--- src/rtl/ac97_pkg.sv ---
// Shared AC97 receive-side constants: frame geometry, slot start bits, tag positions, rx state.
package ac97_pkg;

  localparam int FRAME_BITS  = 256;
  localparam int SLOT_BITS   = 20;
  localparam int TAG_BITS    = 5;

  localparam int TAG_START   = 0;
  localparam int SLOT1_START = 16;
  localparam int SLOT2_START = 36;
  localparam int SLOT3_START = 56;
  localparam int SLOT4_START = 76;
  localparam int LAST_DATA_BIT = SLOT4_START + SLOT_BITS - 1;

  // Positions inside the 5-bit tag shift register (first received bit ends up as MSB).
  localparam int TAG_READY = 4;
  localparam int TAG_SLOT1 = 3;
  localparam int TAG_SLOT2 = 2;
  localparam int TAG_SLOT3 = 1;
  localparam int TAG_SLOT4 = 0;

  typedef enum logic {
    UNLOCKED  = 1'b0,
    RECEIVING = 1'b1
  } rx_state_e;

endpackage

--- src/rtl/ac97_slot_shifter.sv ---
// Serial-in shift register that captures WIDTH frame bits starting at frame bit START, MSB first.
module ac97_slot_shifter #(
  parameter int WIDTH = 20,
  parameter int START = 0
) (
  input  logic             clk_i,
  input  logic             reset_i,
  input  logic             en_i,
  input  logic [7:0]       bit_idx_i,
  input  logic             sdata_i,
  output logic [WIDTH-1:0] data_o
);

  localparam logic [7:0] LO  = 8'(START);
  localparam logic [7:0] LEN = 8'(WIDTH);

  logic [7:0]       offset;
  logic [WIDTH-1:0] data_q;

  // Wrapping subtraction makes indices below START land far outside the window.
  assign offset = bit_idx_i - LO;

  always_ff @(posedge clk_i or posedge reset_i) begin
    if (reset_i) begin
      data_q <= '0;
    end else if (en_i && (offset < LEN)) begin
      data_q <= {data_q[WIDTH-2:0], sdata_i};
    end
  end

  assign data_o = data_q;

endmodule

--- src/rtl/ac97_frame_receiver.sv ---
// AC97 SDATA_IN deserialiser: record samples (slots 3/4), status (slots 1/2), lock and error tracking.
// Build option: define AC97_RX_STATUS_EN to capture slots 1/2 and drive the status outputs.
module ac97_frame_receiver
  import ac97_pkg::*;
#(
  parameter int SAMPLE_WIDTH  = 18,
  parameter int ERR_CNT_WIDTH = 8
) (
  input  logic                     ac97_bit_clock,
  input  logic                     reset,
  input  logic                     ac97_synch,
  input  logic                     ac97_sdata_in,
  output logic [SAMPLE_WIDTH-1:0]  left_sample,
  output logic [SAMPLE_WIDTH-1:0]  right_sample,
  output logic                     sample_valid,
  output logic [7:0]               status_addr,
  output logic [15:0]              status_data,
  output logic                     status_valid,
  output logic                     codec_ready,
  output logic                     locked,
  output logic                     frame_error,
  output logic [ERR_CNT_WIDTH-1:0] error_count
);

  logic                     synch_prev_q;
  rx_state_e                state_q, state_d;
  logic [7:0]               bit_idx_q, bit_idx_d;
  logic [7:0]               cur_idx;
  logic                     sync_rise, sample_en, misalign, sync_loss;
  logic                     frame_done, frame_err, sample_load;

  logic [TAG_BITS-1:0]      tag_q;
  logic [SLOT_BITS-1:0]     slot3_q, slot4_q, slot4_full;

  logic [SAMPLE_WIDTH-1:0]  left_q, right_q;
  logic                     sample_valid_q, codec_ready_q, frame_error_q;
  logic [ERR_CNT_WIDTH-1:0] err_cnt_q;

  // A sync rise always forces the current edge to be frame bit 0, whatever the counter says.
  always_comb begin
    sync_rise = ac97_synch & ~synch_prev_q;
    state_d   = state_q;
    bit_idx_d = bit_idx_q;
    cur_idx   = bit_idx_q;
    sample_en = 1'b0;
    misalign  = 1'b0;
    sync_loss = 1'b0;
    if (state_q == UNLOCKED) begin
      if (sync_rise) begin
        state_d   = RECEIVING;
        cur_idx   = 8'd0;
        bit_idx_d = 8'd1;
        sample_en = 1'b1;
      end
    end else if (sync_rise) begin
      misalign  = (bit_idx_q != 8'd0);
      cur_idx   = 8'd0;
      bit_idx_d = 8'd1;
      sample_en = 1'b1;
    end else if (bit_idx_q == 8'd0) begin
      sync_loss = 1'b1;
      state_d   = UNLOCKED;
    end else begin
      sample_en = 1'b1;
      bit_idx_d = bit_idx_q + 8'd1;
    end
  end

  assign frame_done  = sample_en && (cur_idx == 8'(LAST_DATA_BIT));
  assign frame_err   = misalign | sync_loss;
  assign sample_load = frame_done && tag_q[TAG_READY] && tag_q[TAG_SLOT3] && tag_q[TAG_SLOT4];
  // Slot 4 completes on this very edge, so its last bit comes straight from the pin.
  assign slot4_full  = {slot4_q[SLOT_BITS-2:0], ac97_sdata_in};

  ac97_slot_shifter #(.WIDTH(TAG_BITS), .START(TAG_START)) u_tag (
    .clk_i(ac97_bit_clock), .reset_i(reset), .en_i(sample_en),
    .bit_idx_i(cur_idx), .sdata_i(ac97_sdata_in), .data_o(tag_q)
  );
  ac97_slot_shifter #(.WIDTH(SLOT_BITS), .START(SLOT3_START)) u_slot3 (
    .clk_i(ac97_bit_clock), .reset_i(reset), .en_i(sample_en),
    .bit_idx_i(cur_idx), .sdata_i(ac97_sdata_in), .data_o(slot3_q)
  );
  ac97_slot_shifter #(.WIDTH(SLOT_BITS), .START(SLOT4_START)) u_slot4 (
    .clk_i(ac97_bit_clock), .reset_i(reset), .en_i(sample_en),
    .bit_idx_i(cur_idx), .sdata_i(ac97_sdata_in), .data_o(slot4_q)
  );

  always_ff @(posedge ac97_bit_clock or posedge reset) begin
    if (reset) begin
      synch_prev_q   <= 1'b0;
      state_q        <= UNLOCKED;
      bit_idx_q      <= '0;
      left_q         <= '0;
      right_q        <= '0;
      sample_valid_q <= 1'b0;
      codec_ready_q  <= 1'b0;
      frame_error_q  <= 1'b0;
      err_cnt_q      <= '0;
    end else begin
      synch_prev_q   <= ac97_synch;
      state_q        <= state_d;
      bit_idx_q      <= bit_idx_d;
      sample_valid_q <= sample_load;
      frame_error_q  <= frame_err;
      if (frame_done) codec_ready_q <= tag_q[TAG_READY];
      if (sample_load) begin
        left_q  <= slot3_q[SLOT_BITS-1 -: SAMPLE_WIDTH];
        right_q <= slot4_full[SLOT_BITS-1 -: SAMPLE_WIDTH];
      end
      if (frame_err && (err_cnt_q != '1)) begin
        err_cnt_q <= err_cnt_q + {{(ERR_CNT_WIDTH-1){1'b0}}, 1'b1};
      end
    end
  end

`ifdef AC97_RX_STATUS_EN
  logic [SLOT_BITS-1:0] slot1_q, slot2_q;
  logic [7:0]           status_addr_q;
  logic [15:0]          status_data_q;
  logic                 status_valid_q;
  logic                 status_load;

  assign status_load = frame_done && tag_q[TAG_SLOT1] && tag_q[TAG_SLOT2];

  ac97_slot_shifter #(.WIDTH(SLOT_BITS), .START(SLOT1_START)) u_slot1 (
    .clk_i(ac97_bit_clock), .reset_i(reset), .en_i(sample_en),
    .bit_idx_i(cur_idx), .sdata_i(ac97_sdata_in), .data_o(slot1_q)
  );
  ac97_slot_shifter #(.WIDTH(SLOT_BITS), .START(SLOT2_START)) u_slot2 (
    .clk_i(ac97_bit_clock), .reset_i(reset), .en_i(sample_en),
    .bit_idx_i(cur_idx), .sdata_i(ac97_sdata_in), .data_o(slot2_q)
  );

  always_ff @(posedge ac97_bit_clock or posedge reset) begin
    if (reset) begin
      status_addr_q  <= '0;
      status_data_q  <= '0;
      status_valid_q <= 1'b0;
    end else begin
      status_valid_q <= status_load;
      if (status_load) begin
        status_addr_q <= slot1_q[19:12];
        status_data_q <= slot2_q[19:4];
      end
    end
  end

  assign status_addr  = status_addr_q;
  assign status_data  = status_data_q;
  assign status_valid = status_valid_q;

  logic unused_status;
  assign unused_status = ^{slot1_q[11:0], slot2_q[3:0]};
`else
  assign status_addr  = '0;
  assign status_data  = '0;
  assign status_valid = 1'b0;
`endif

  // Low slot bits below SAMPLE_WIDTH, and status tags in the lean build, are intentionally dropped.
  logic unused_bits;
  assign unused_bits = ^{slot3_q, slot4_full, tag_q};

  assign left_sample  = left_q;
  assign right_sample = right_q;
  assign sample_valid = sample_valid_q;
  assign codec_ready  = codec_ready_q;
  assign locked       = (state_q == RECEIVING);
  assign frame_error  = frame_error_q;
  assign error_count  = err_cnt_q;

endmodule
--- config.mk ---
export PLATFORM = sky130hd
export DESIGN_NAME = ac97_frame_receiver
export DESIGN_NICKNAME = d
export VERILOG_FILES = /design/src/rtl/ac97_pkg.sv /design/src/rtl/ac97_slot_shifter.sv /design/src/rtl/ac97_frame_receiver.sv
export SDC_FILE = /design/constraint.sdc
export NUM_CORES = 1
export LEC_CHECK = 0
export ABC_CLOCK_PERIOD_IN_PS = 5950
export CAP_MARGIN = 15
export CORE_ASPECT_RATIO = 1.5
export CORE_MARGIN = 4
export CORE_UTILIZATION = 57
export CTS_BUF_LIST = sky130_fd_sc_hd__clkbuf_16
export DETAILED_ROUTE_END_ITERATION = 8
export GPL_ROUTABILITY_DRIVEN = 0
export PLACE_DENSITY = 0.91
export SLEW_MARGIN = 15
export SYNTH_ARGS = -nofsm -noshare
export SYNTH_HDL_FRONTEND = slang
export SYNTH_HIERARCHICAL = 1
export SYNTH_SLANG_ARGS = --single-unit
--- constraint.sdc ---
create_clock -name ac97_bit_clock -period 5.95 [get_ports ac97_bit_clock]
set_input_delay 1.19 -clock ac97_bit_clock [delete_from_list [all_inputs] [get_ports ac97_bit_clock]]
set_output_delay 1.19 -clock ac97_bit_clock [all_outputs]
set_load 0.02 [all_outputs]
Yosys cells after proc, flatten, opt, wreduce, memory -nomap -nowiden
Index checks and enable logic that the tools add are counted.
{"block": "totals", "latch_bits": 0, "n_memories": 0, "mem_bits_ro": 0, "reg_bits": 101, "word_cells": 51, "mem_bits_rw": 0, "input_bits": 4}
{"block": "classes", "addsub": 4, "n_eq_ne": 3, "n_shift": 0, "reduce_logical": 12, "mux": 14, "div": 0, "bitwise": 3, "n_mul": 0, "magnitude_cmp": 3}
{"cell": "$mux 8", "count": 5}
{"cell": "$add 8x1->8 const B", "count": 2}
{"cell": "$lt 8x5->1 const B", "count": 2}
{"cell": "$mux 1", "count": 9}
{"cell": "$eq 8x7->1 const B", "count": 1}
{"cell": "$logic_and 1x1->1", "count": 8}
{"cell": "$logic_not 8->1", "count": 1}
{"cell": "$lt 8x3->1 const B", "count": 1}
{"cell": "$ne 8x8->1 const B", "count": 1}
{"cell": "$reduce_bool 8->1", "count": 1}
{"cell": "$sub 8x6->8 const B", "count": 1}
{"cell": "$sub 8x7->8 const B", "count": 1}
{"cell": "$ne 2x2->1 const B", "count": 1}
{"cell": "$reduce_and 2->1", "count": 1}
{"cell": "$reduce_bool 2->1", "count": 1}
{"cell": "$and 1x1->1", "count": 1}
{"cell": "$not 1->1", "count": 1}
{"cell": "$or 1x1->1", "count": 1}

Logic depth before layout (Yosys ltp)
Gate-level depths: netlist of run 1.
{"block": "logic_depth", "depth_word": 8, "mapped_depth": 9, "mapped_depth_nobuf": 8}

Hierarchy
The synthesis of run 1 kept the hierarchy.
{"mod": "ac97_frame_receiver", "seq_area_each_um2": 1426.4, "area_per_inst_um2": 2555.0, "cells_each": 199, "n_inst": 1}
{"mod": "ac97_slot_shifter (u_slot3)", "seq_area_each_um2": 500.5, "area_per_inst_um2": 882.1, "cells_each": 50, "n_inst": 1}
{"mod": "ac97_slot_shifter (u_slot4)", "seq_area_each_um2": 500.5, "area_per_inst_um2": 812.0, "cells_each": 46, "n_inst": 1}
{"mod": "ac97_slot_shifter (u_tag)", "seq_area_each_um2": 125.1, "area_per_inst_um2": 217.7, "cells_each": 14, "n_inst": 1}

Worst setup path before layout of run 1
No wires, ideal clock.
{"block": "synth_timing", "path_kind": "input port to flip-flop", "start": "input ac97_synch", "end": "register left_q[0] (netlist: left_sample[0])", "required_ns": 5.822, "t_arrival_ns": 2.643, "setup_slack_ns": 3.180, "cell_stages": 7, "n_path_buf": 2, "setup_time_ns": 0.128, "path_cell_list": "nand2b_1 -> and2_1 -> and3_1 -> and4_1 -> buf_2 -> buf_2 -> mux2_1"}
{"block": "synth_between", "elab_chain_cells": 7}
{"item": "start, declared", "line_no": "ac97_frame_receiver.sv:11", "source": "input logic ac97_synch,"}
{"item": "$and 1x1->1", "line_no": "ac97_frame_receiver.sv:41", "source": "sync_rise = ac97_synch & ~synch_prev_q;"}
{"item": "$mux 8", "line_no": "ac97_frame_receiver.sv:49, ac97_frame_receiver.sv:55"}
{"item": "via cur_idx[6]", "line_no": "ac97_frame_receiver.sv:28", "source": "logic [7:0] cur_idx;"}
{"item": "$eq 8x7->1", "line_no": "ac97_frame_receiver.sv:69", "source": "assign frame_done = sample_en && (cur_idx == 8'(LAST_DATA_BIT));"}
{"item": "$logic_and 1x1->1", "line_no": "ac97_frame_receiver.sv:69"}
{"item": "$logic_and 1x1->1 (3 in series)", "line_no": "ac97_frame_receiver.sv:71", "source": "assign sample_load = frame_done && tag_q[TAG_READY] && tag_q[TAG_SLOT3] && tag_q[TAG_SLOT4];"}
{"item": "end signal, assigned", "line_no": "ac97_frame_receiver.sv:107", "source": "left_q <= slot3_q[SLOT_BITS-1 -: SAMPLE_WIDTH];"}
{"item": "end, declared", "line_no": "ac97_frame_receiver.sv:35", "source": "logic [SAMPLE_WIDTH-1:0] left_q, right_q;"}
The timed path passes the listed nets, and every way through them passes these cells.
A chain may end at the register's enable or synchronous reset.

Worst setup path in the final report of run 1
{"block": "layout_timing", "start": "input ac97_synch", "end": "register u_slot4.data_q[8] (netlist: u_slot4/data_o[8])"}
{"block": "layout_between", "elab_chain_cells": 5}
{"item": "$and 1x1->1", "line_no": "ac97_frame_receiver.sv:41"}
{"item": "$mux 8", "line_no": "ac97_frame_receiver.sv:49, ac97_frame_receiver.sv:55"}
{"item": "via cur_idx[5]", "line_no": "ac97_frame_receiver.sv:28"}
{"item": "$sub 8x7->8", "line_no": "ac97_slot_shifter.sv:21", "source": "assign offset = bit_idx_i - LO;"}
{"item": "$lt 8x5->1", "line_no": "ac97_slot_shifter.sv:26", "source": "end else if (en_i && (offset < LEN)) begin"}
{"item": "$logic_and 1x1->1", "line_no": "ac97_slot_shifter.sv:26"}
{"item": "end signal, assigned", "line_no": "ac97_slot_shifter.sv:27", "source": "data_q <= {data_q[WIDTH-2:0], sdata_i};"}
{"item": "end, declared", "line_no": "ac97_slot_shifter.sv:18", "source": "logic [WIDTH-1:0] data_q;"}
The timed path passes the listed nets, and every way through them passes these cells.

==> results of run 1 <==
-- power by group --
group	switching, mW	total (mW)	internal [mW]
registers	0.0564	0.806	0.749
clock network	0.239	0.559	0.320
logic	0.179	0.340	0.161
-- cells in the final DEF, fill, tap and decap left out, types with 9 or more instances in the layout --
cell,instances
clkdlybuf4s50_1,51
conb_1,25
mux2_1,38
clkbuf_16,9
mux2_4,30
nor2_1,12
xnor2_1,11
dfrtp_1,101
mux2_2,15
-- state kept, by name, indices dropped and copies added (netlist names) --
signal,flops
left_sample,18
u_tag/data_o,5
codec_ready,1
synch_prev_q,1
error_count,8
u_slot3/data_o,20
bit_idx_q,8
right_sample,18
frame_error,1
locked,1
u_slot4/data_o,19
sample_valid,1
-- metal layers --
metal  vias to the layer above  track usage, %  part of all wire [%]
li1                       1111               -                     -
met4                         0            9.13                   2.6
met3                        14            3.89                   3.6
met1                      1232            21.5                    41
met2                        52            28.7                    53
met5                         -               0                     0
-- worst max-delay path, delay by kind of cell --
kind                   cells  cell delay, ps
buffers and inverters      1             490
and+or+nand+nor            4            1460
muxes                      1             430
-- how the worst max path moves through the flow --
stage,startpoint,cells after the start,slack (ps),to
finish,ac97_synch,6,2600,u_slot4/data_o[8]
global route,ac97_synch,6,2450,u_slot4/data_o[3]
CTS,ac97_synch,6,2600,u_slot4/data_o[8]
detailed placement,ac97_synch,6,2240,u_slot4/data_o[8]
global placement,ac97_synch,6,2300,u_slot4/data_o[5]
floorplan,ac97_synch,7,3180,left_sample[0]
-- layout make-up --
type / count / area, sq um / share of cell area [%]
timing repair buffer: 53 / 526 / 10.1
sequential: 101 / 2530 / 48.6
clock inverter: 7 / 58.8 / 1.13
tap: 102 / 128 / 2.45
multi-input combinational: 189 / 1710 / 32.9
inverter: 7 / 26.3 / 0.505
clock buffer: 9 / 225 / 4.33
-- metrics by stage --
step | utilization [%] | hold WS [ps] | instance area (sq um)
after floorplan | - | 464 | 4520
after global placement | 64.6 | 469 | 4920
after detailed placement | 64.6 | 474 | 4920
after CTS | 68.3 | 488 | 5200
after global routing | 68.3 | 506 | 5200
final | 68.3 | 483 | 5200
==> flow_summary.ini, run 1 <==
[outcome]
outcome = finished clean

[cts]
cts_resized = 0
cts_tree = yes
path_clk_slew_ps = 60
root_buffer = clkbuf_16
hold_buffers = 0
max-clock-path-buffers = 2
cts_inserted_buffers = 9
post-cts-setup-buffers = 0
h-tree-depth = 3
clkLatencyLatePin_ps = 340
cts.sinks = 101

[yosys]
synthCells = 307
yosysWarnings = 6
synth.avg_cell_area_sq_um = 14.4
syn_area_sq_um = 4430

[grt]
grt_antenna_before_repair = 0
grt_max_degree = 38
grt_pass1_vias = 2477
grtUsageTotal_pct = 17.5
grt_pass1_wl_um = 12300
grt_overflow = 0

[routing]
drt_iter0_drc = 126
vias = 2409
wirelength_um = 7280
drc = 0
vias_per_cell = 5.15
ant_nets = 0
drt-pass1-iter-count = 4
post_drt_wl_per_cell_um = 15.6

[flow_run]
cap_violations = 0

[setup_path]
setup.worst_path.start_class = input port
rrSetupSlack_ps = 3140
critPathMaxStageDelay_ps = 870
regToRegStartpoint = bit_idx_q[1]
cp.required_ps = 6170
critPathMaxFanout = 19
cp_cell_sequence = clkdlybuf4s50_1 -> nand2b_1 -> and2_1 -> nand4bb_1 -> nor2_2 -> mux2_2
ff2ff_path_depth = 8
worstPathArrival_ps = 3560
crit_type = in -> reg
cp_slowest_cell = nor2_2
end_kind = register
reg2reg_to = u_slot4/data_o[8]

[place]
place_ws_ps = 2240
post-place-cells = 452
hpwl_um = 5010
io_buffers = 51

[sta]
setup_viol = 0
drv_slew = 0
tightest_slew_ps = 1110
setup_ws_ps = 2600
fmax_ghz = 0.299
rsz0062_at_grt = false
hold_violations = 0
max_slew_margin_pct = 26.1
period_share_pct = 56.2
skew_ps = 6.62
tns_ps = 0
period_needed_ps = 3350

[power]
power_leakage_nw = 2.61
p_total_mw = 1.70
power_density_nw_per_um2 = 328
peakVddDrop_mv = 0.282

[cells_and_area]
diodes = 0
final_nets = 369
instances_no_fill = 468
num-fill-cells = 580
drive_above_1_share_pct = 18.3
area_delta_synth_final_pct = 17.4

[floorplanning]
start_util_pct = 58.2
die_w_um = 80.0
fp.dieH_um = 116
rows = 39
io_pins = 77
core_sq_um = 7610
dieArea_sq_um = 9280

[hold_path]
whs_path_depth = 1
hold_class = reg -> reg
holdPathEnd = right_sample[15]
min_from = right_sample[15]
No activity file was read; power rests on OpenSTA's default activity.
==> run 2, diff against run 1 <==
ABC_CLOCK_PERIOD_IN_PS = 2900   (was 5950)
CORE_UTILIZATION = 48   (was 57)
PLACE_DENSITY = 0.82   (was 0.91)
clock period = 2.9 ns   (was 5.95 ns; I/O delays follow)
==> run 2 against run 1 <==
Hold slack got worse by 0.71 ps. Setup slack got worse by 2200 ps. Count of clock-buffer cells in the layout did not move. Combinational power rose by 110%. Critical path type unchanged.
==> flow_summary.ini, run 2 (synthesized netlist as in run 1, its figures left out) <==
[cells_and_area]
multi_input_area_sq_um = 1710
seq_area_sq_um = 2530
num-fill-cells = 717
final_nets = 375
mostFrequentLayoutCell = dfrtp_1
finalInstanceArea_sq_um = 5290
area_delta_synth_final_pct = 19.4
final_cell_mix = dfrtp_1, clkdlybuf4s50_1, mux2_1
drive_above_1_share_pct = 20.2
diodes = 0
largest_register_ffs = 20

[sta]
tightest_slew_ps = 758
fmax_ghz = 0.405
skew_ps = 5.71
tns_ps = 0
whs_ps = 482
hold_violations = 0
rsz0062_at_grt = false
setup_viol = 0
max_slew_margin_pct = 49.4
period_share_pct = 85.2
setup_ws_ps = 429
drv_slew = 0
period_needed_ps = 2470

[setup_path]
path_delay_family = buffers and inverters
cp_cell_sequence = clkdlybuf4s50_1 -> nand2b_1 -> and2_1 -> ha_1 -> xor2_1 -> a21oi_1 -> nand4b_1 -> buf_12 -> mux2_4
critPathMaxFanout = 20
worstPathArrival_ps = 2700
cp_slowest_cell = clkdlybuf4s50_1
end_kind = register
cp.required_ps = 3130
critPathMaxStageDelay_ps = 480
setup.worst_path.start_class = input port
path_buf_inv = 2
crit_type = in -> reg

[power]
p_total_mw = 3.46
peakVddDrop_mv = 0.435
power_leakage_nw = 2.65
power_density_nw_per_um2 = 654

[grt]
grt_antenna_before_repair = 0
grt_use_met1_pct = 17.6
gr-max-usage-layer = met2
use_met2_pct = 24.5
grt_overflow = 0
grt_pass1_vias = 2606
grtUsageMet3_pct = 3.99
grt_pass1_wl_um = 12600
grt_max_degree = 38
grtUsageTotal_pct = 14.7

[place]
hpwl_um = 5160
place_ws_ps = 101
io_buffers = 51
place_area_sq_um = 5020

[routing]
vias_per_cell = 5.06
drt-pass1-iter-count = 4
drc = 0
ant_nets = 0
drt_iter0_drc = 90
post_drt_wl_per_cell_um = 15.3
vias = 2440
wirelength_um = 7360

[floorplanning]
fp.dieH_um = 126
start_util_pct = 49.6
die_w_um = 86.4
rows = 42
dieArea_sq_um = 10900
core_sq_um = 8930
io_pins = 77

[cts]
cts.sinks = 101
root_buffer = clkbuf_16
clkLatencyLatePin_ps = 340
cts_resized = 0
post-cts-setup-buffers = 0
max-clock-path-buffers = 2
cts_inserted_buffers = 9
hold_buffers = 0
h-tree-depth = 3
cts_tree = yes
path_clk_slew_ps = 70

[outcome]
outcome = finished clean

[flow_run]
cap_violations = 0

[hold_path]
hold_class = reg -> reg
[run 2: final timing paths]
path	start	endpoint	slack, ps	depth (start not counted)
worst max-delay path	ac97_synch	u_slot3/data_o[13]	430	9
worst min-delay path	right_sample[11]	right_sample[11]	480	1
worst max register to register	bit_idx_q[0]	u_slot3/data_o[13]	480	9
worst min register to register	right_sample[11]	right_sample[11]	480	1
max in group asynchronous	reset	u_slot3/data_o[18]	1610	2
min in group asynchronous	reset	u_tag/data_o[1]	570	2
[run 2: stage by stage]
| step | util (%) | std cells |
|---|---|---|
| after floorplan | - | 331 |
| after global placement | 56.2 | 466 |
| after detailed placement | 56.2 | 466 |
| after CTS | 59.2 | 482 |
| after global routing | 59.2 | 482 |
| final | 59.2 | 482 |
[run 2: area by class of cell]
cell class / count / area share (%)
flip-flops and latches: 101 / 47.8
multi-input cells: 189 / 32.3
repair buffers: 59 / 11.7
clock buffers: 9 / 4.26
well taps: 110 / 2.60
clock inverters: 7 / 0.804
inverters: 7 / 0.497
[run 2: where the power goes]
| group | switching (mW) | internal, mW |
|---|---|---|
| logic | 0.371 | 0.355 |
| clock network | 0.504 | 0.577 |
| registers | 0.117 | 1.54 |
| total | 0.992 | 2.47 |
[run 2: routing by layer]
layer  share of wire, %  up-vias
li1                   -     1130
met1                 40     1237
met2                 53       63
met3                4.6       10
met4                2.0        0
met5                  0        -
==> patch 1, RTL diff (flow settings as in run 2) <==
Register the output `frame_error` once more, cleared by the reset; this adds one clock of latency there. The other outputs are not delayed to match.
--- a/src/rtl/ac97_frame_receiver.sv
+++ b/src/rtl/ac97_frame_receiver.sv
@@ -166,7 +166,13 @@
   assign sample_valid = sample_valid_q;
   assign codec_ready  = codec_ready_q;
   assign locked       = (state_q == RECEIVING);
-  assign frame_error  = frame_error_q;
+  always_ff @(posedge ac97_bit_clock or posedge reset) begin
+    if (reset) begin
+      frame_error <= '0;
+    end else begin
+      frame_error <= frame_error_q;
+    end
+  end
   assign error_count  = err_cnt_q;
 
 endmodule
Behaviour: not the same (Yosys sat finds a counterexample within 4 cycles, from zero or initial values and one cycle with reset high).
==> patch 1 against run 2 <==
Die area rose by 0.52%; setup slack better by 26 ps; final area rose by 0.57%; clock power about the same; worst hold slack got worse by 130 ps; core utilization increased by 0.34 points; routed wire length increased by 0.91%; critical path depth stayed put; cell count grew 0.41%; register-to-register slack hardly changed; sequential cell count rose by 1; total power grew 0.37%; global-route usage decreased by 0.29 points; area after synthesis rose by 0.56%; largest cell class unchanged.
==> patch 1: results (changes against run 2) <==
.. list-table::
   :header-rows: 1

   * - Metric
     - Value
   * - Total placed instance area
     - 5060 µm² (was 5020 µm²)
   * - Layout filler cell count
     - 696 (was 717)
   * - Global-route wire length before repair
     - 12300 µm (was 12600 µm)
   * - Source-to-sink clock delay at the later pin of the worst-skew pair
     - 340 ps (about the same)
   * - Slew at the pin closest to its max-slew limit
     - 718 ps (was 758 ps)
   * - HPWL after detailed placement
     - 5170 µm (was 5160 µm)
   * - Maximum level of the CTS H-tree
     - 3 (unchanged)
   * - Max Root-Sink Buffers
     - 2 (unchanged)
   * - Hold bufs inserted after CTS
     - 0 (unchanged)
   * - Max Clock Skew
     - 6.34 ps (was 5.71 ps)
   * - Port Buf Inserts
     - 51 (unchanged)
   * - DRC Markers
     - 0 (unchanged)
   * - Quantity of gates resized following cts
     - 0 (unchanged)
   * - Root buffer cell
     - clkbuf_16 (unchanged)
   * - Count of warnings emitted by yosys
     - 6 (unchanged)
   * - Max rail drop VDD
     - 0.545 mV (was 0.435 mV)
   * - Status
     - completed (unchanged)
   * - Average routed wire per standard cell
     - 15.4 µm (was 15.3 µm)
   * - Post-CTS setup buffer count
     - 0 (unchanged)
   * - Data arrival time of the critical path
     - 2670 ps (was 2700 ps)
   * - Initial antenna violation count
     - 0 (unchanged)
   * - Number of failing hold endpoints at the final stage
     - 0 (unchanged)
   * - Total number of nets in the final design
     - 377 (was 375)
   * - Fraction of final layout cells sized beyond drive strength 1
     - 20.1% (was 20.2%)
   * - Count of routing violations after the opening detailed-route iteration
     - 99 (was 90)
   * - Pin count of the biggest net entering global routing
     - 40 (was 38)
   * - Tightest Hold Check Type
     - reg2reg (unchanged)
   * - Static power due to leakage
     - 2.65 nW (about the same)
   * - Per-cell via count in the routed design
     - 5.08 (was 5.06)
   * - Aggregate global-route resource usage
     - 14.4% (was 14.7%)
   * - Vias in the first global route
     - 2544 (was 2606)
   * - Drt pass-1 iters
     - 4 (unchanged)
   * - Antenna fix cells
     - 0 (unchanged)
patch 1: per-stage QoR:
step / power [mW] / std cells / setup WS, ps
2_1_floorplan: 2.20 / 332 / 580
3_3_place_gp: 2.39 / 468 / 185
3_5_place_dp: 2.42 / 468 / 107
4_1_cts: 3.51 / 484 / 467
5_1_grt: 3.64 / 484 / 342
6_report: 3.47 / 484 / 455
patch 1: area by class of cell:
type	count	area (µm²)	area share, %
well taps	110	138	2.59
clock inverters	7	40.0	0.752
clock buffers	9	225	4.23
multi-input cells	189	1710	32.2
flip-flops and latches	102	2550	48.0
inverters	7	26.3	0.494
repair buffers	60	628	11.8
patch 1: critical path, stage by stage:
cell and delay [ps]:
clkdlybuf4s50_1 490, nand2b_1 140, and2_1 250, ha_1 230, xor2_1 170, a21oi_1 120, nand4b_1 160, buf_12 210
mux2_4 300
patch 1: path summary, 6_finish.rpt:
| check | start | to | slack, ps | cells after the start |
|---|---|---|---|---|
| setup / recovery | ac97_synch | u_slot3/data_o[7] | 460 | 9 |
| hold / removal | frame_error_q | frame_error | 350 | 0 |
| setup reg to reg | bit_idx_q[0] | u_slot3/data_o[7] | 480 | 9 |
| hold reg to reg | frame_error_q | frame_error | 350 | 0 |
| max in group asynchronous | reset | left_sample[5] | 1630 | 3 |
| min in group asynchronous | reset | u_tag/data_o[2] | 590 | 2 |
patch 1: per-layer routing:
metal / part of all wire (%) / global-route usage (%) / vias up / wire [µm]
met5: 0 / 0 / - / 0
met4: 2.6 / 7.89 / 0 / 191
met3: 3.4 / 2.61 / 13 / 253
met2: 53 / 24.2 / 49 / 3940
met1: 41 / 17.1 / 1264 / 3050
li1: - / - / 1134 / -
patch 1: where the power goes:
part           internal (mW)  switching [mW]  total (mW)
Clock                  0.574           0.506        1.08
Combinational          0.359           0.363       0.722
Sequential              1.56           0.115        1.67
Total                   2.49           0.983        3.47
==> patch 2, RTL diff (config.mk and constraints of run 2) <==
Without the edit above. Set the package constant `SLOT_BITS` to 30 (it was 20).
--- a/src/rtl/ac97_pkg.sv
+++ b/src/rtl/ac97_pkg.sv
@@ -2,7 +2,7 @@
 package ac97_pkg;
 
   localparam int FRAME_BITS  = 256;
-  localparam int SLOT_BITS   = 20;
+  localparam int SLOT_BITS   = 30;
   localparam int TAG_BITS    = 5;
 
   localparam int TAG_START   = 0;
Formal check against the unedited RTL: same outputs for any inputs over 10 cycles, from zero or initial values and one cycle with reset high; that may be too few to reach the edited logic, so the function may still have changed.
==> patch 2 against run 2 <==
Sequential cell count rose by 20; final area rose by 24%; routed wire length rose by 29%; clock power rose by 90%; area after synthesis rose by 22%; clock skew rose by 2.2 ps; critical path depth did not move; global-route usage rose by 0.82 points; total power rose by 37%; synthesized cell count rose by 17%; register-to-register slack improved by 20 ps; sequential power rose by 18%; setup slack improved by 4.8 ps; cell count rose by 22%; critical endpoint is now u_slot3/data_o[18]; largest cell class unchanged; largest power group is now the clock network.
==> patch 2: results (changes against run 2) <==
.. list-table::
   :header-rows: 1

   * - Metric
     - Value
   * - Total number of nets in the final design
     - 434 (was 375)
   * - Multi-input gate count
     - 217 (was 189)
   * - Maximum level of the CTS H-tree
     - 4 (was 3)
   * - Reported net switching power
     - 1.24 mW (was 992 µW)
   * - Destination of the critical timing path
     - u_slot3/data_o[18] (was u_slot3/data_o[13])
   * - Status
     - completed (unchanged)
   * - DIE WIDTH
     - 94.8 µm (was 86.4 µm)
   * - Non-clock buffers
     - 62 (was 59)
   * - Number of clock buffers in the layout
     - 17 (was 9)
   * - Total placed instance area
     - 6000 µm² (was 5020 µm²)
   * - Path depth of the worst reg2reg path
     - 10 (was 9)
   * - Vias in the first global route
     - 3123 (was 2606)
   * - Non-clock buffer share of cell area
     - 9.77% (was 11.7%)
   * - Global-route wire length before repair
     - 15800 µm (was 12600 µm)
   * - Post-route setup slack
     - 434 ps (was 429 ps)
   * - Max rail drop VDD
     - 0.352 mV (was 0.435 mV)
   * - Fraction of final layout cells sized beyond drive strength 1
     - 35.1% (was 20.2%)
   * - Data arrival time of the critical path
     - 2740 ps (was 2700 ps)
   * - Top fanout value on the critical path
     - 30 (was 20)
   * - Number of instances in the placed design
     - 554 (was 466)
   * - Syn Inst Count
     - 358 (was 307)
   * - Final standard cell count with taps included and fillers excluded
     - 586 (was 482)
   * - HPWL after detailed placement
     - 6420 µm (was 5160 µm)
   * - Post-Place Worst Slack
     - 22.1 ps (was 101 ps)
   * - Worst Min Path Start
     - error_count[4] (was right_sample[11])
   * - End of the worst register-to-register path
     - u_slot3/data_o[18] (was u_slot3/data_o[13])
   * - Source-to-sink clock delay at the later pin of the worst-skew pair
     - 400 ps (was 340 ps)
   * - Reg2Reg Setup Slack
     - 500 ps (was 480 ps)
   * - Layout filler cell count
     - 866 (was 717)
   * - Antenna fix cells
     - 0 (unchanged)
   * - Footprint of the multi-input gates
     - 2120 µm² (was 1710 µm²)
   * - Hold endpoint
     - error_count[4] (was right_sample[11])
   * - Clock-pin slew reported for the worst setup and hold paths after clock tree synthesis
     - 50 ps (was 70 ps)
==> patch 2: power groups by stage <==
| stage | logic (mW) | clock network, mW | registers (mW) |
|---|---|---|---|
| 3_3_place_gp | 0.727 | 0 | 1.97 |
| 6_report | 0.751 | 2.05 | 1.95 |
| 5_1_grt | 0.817 | 2.17 | 1.97 |
| 3_5_place_dp | 0.755 | 0 | 1.98 |
| 4_1_cts | 0.762 | 2.09 | 1.95 |
| 2_1_floorplan | 0.521 | 0 | 2.00 |
==> patch 2: per-stage QoR <==
step	power (mW)	hold WS, ps
after global routing	4.96	517
after detailed placement	2.73	490
after global placement	2.70	478
after CTS	4.81	501
after floorplan	2.52	359
final	4.75	493
==> patch 2: routing by layer <==
layer	track usage, %	up-vias	part of all wire, %
li1	-	1330	-
met1	17.3	1508	39
met2	27.2	61	56
met3	4.02	11	3.7
met4	6.77	0	1.7
met5	0	-	0
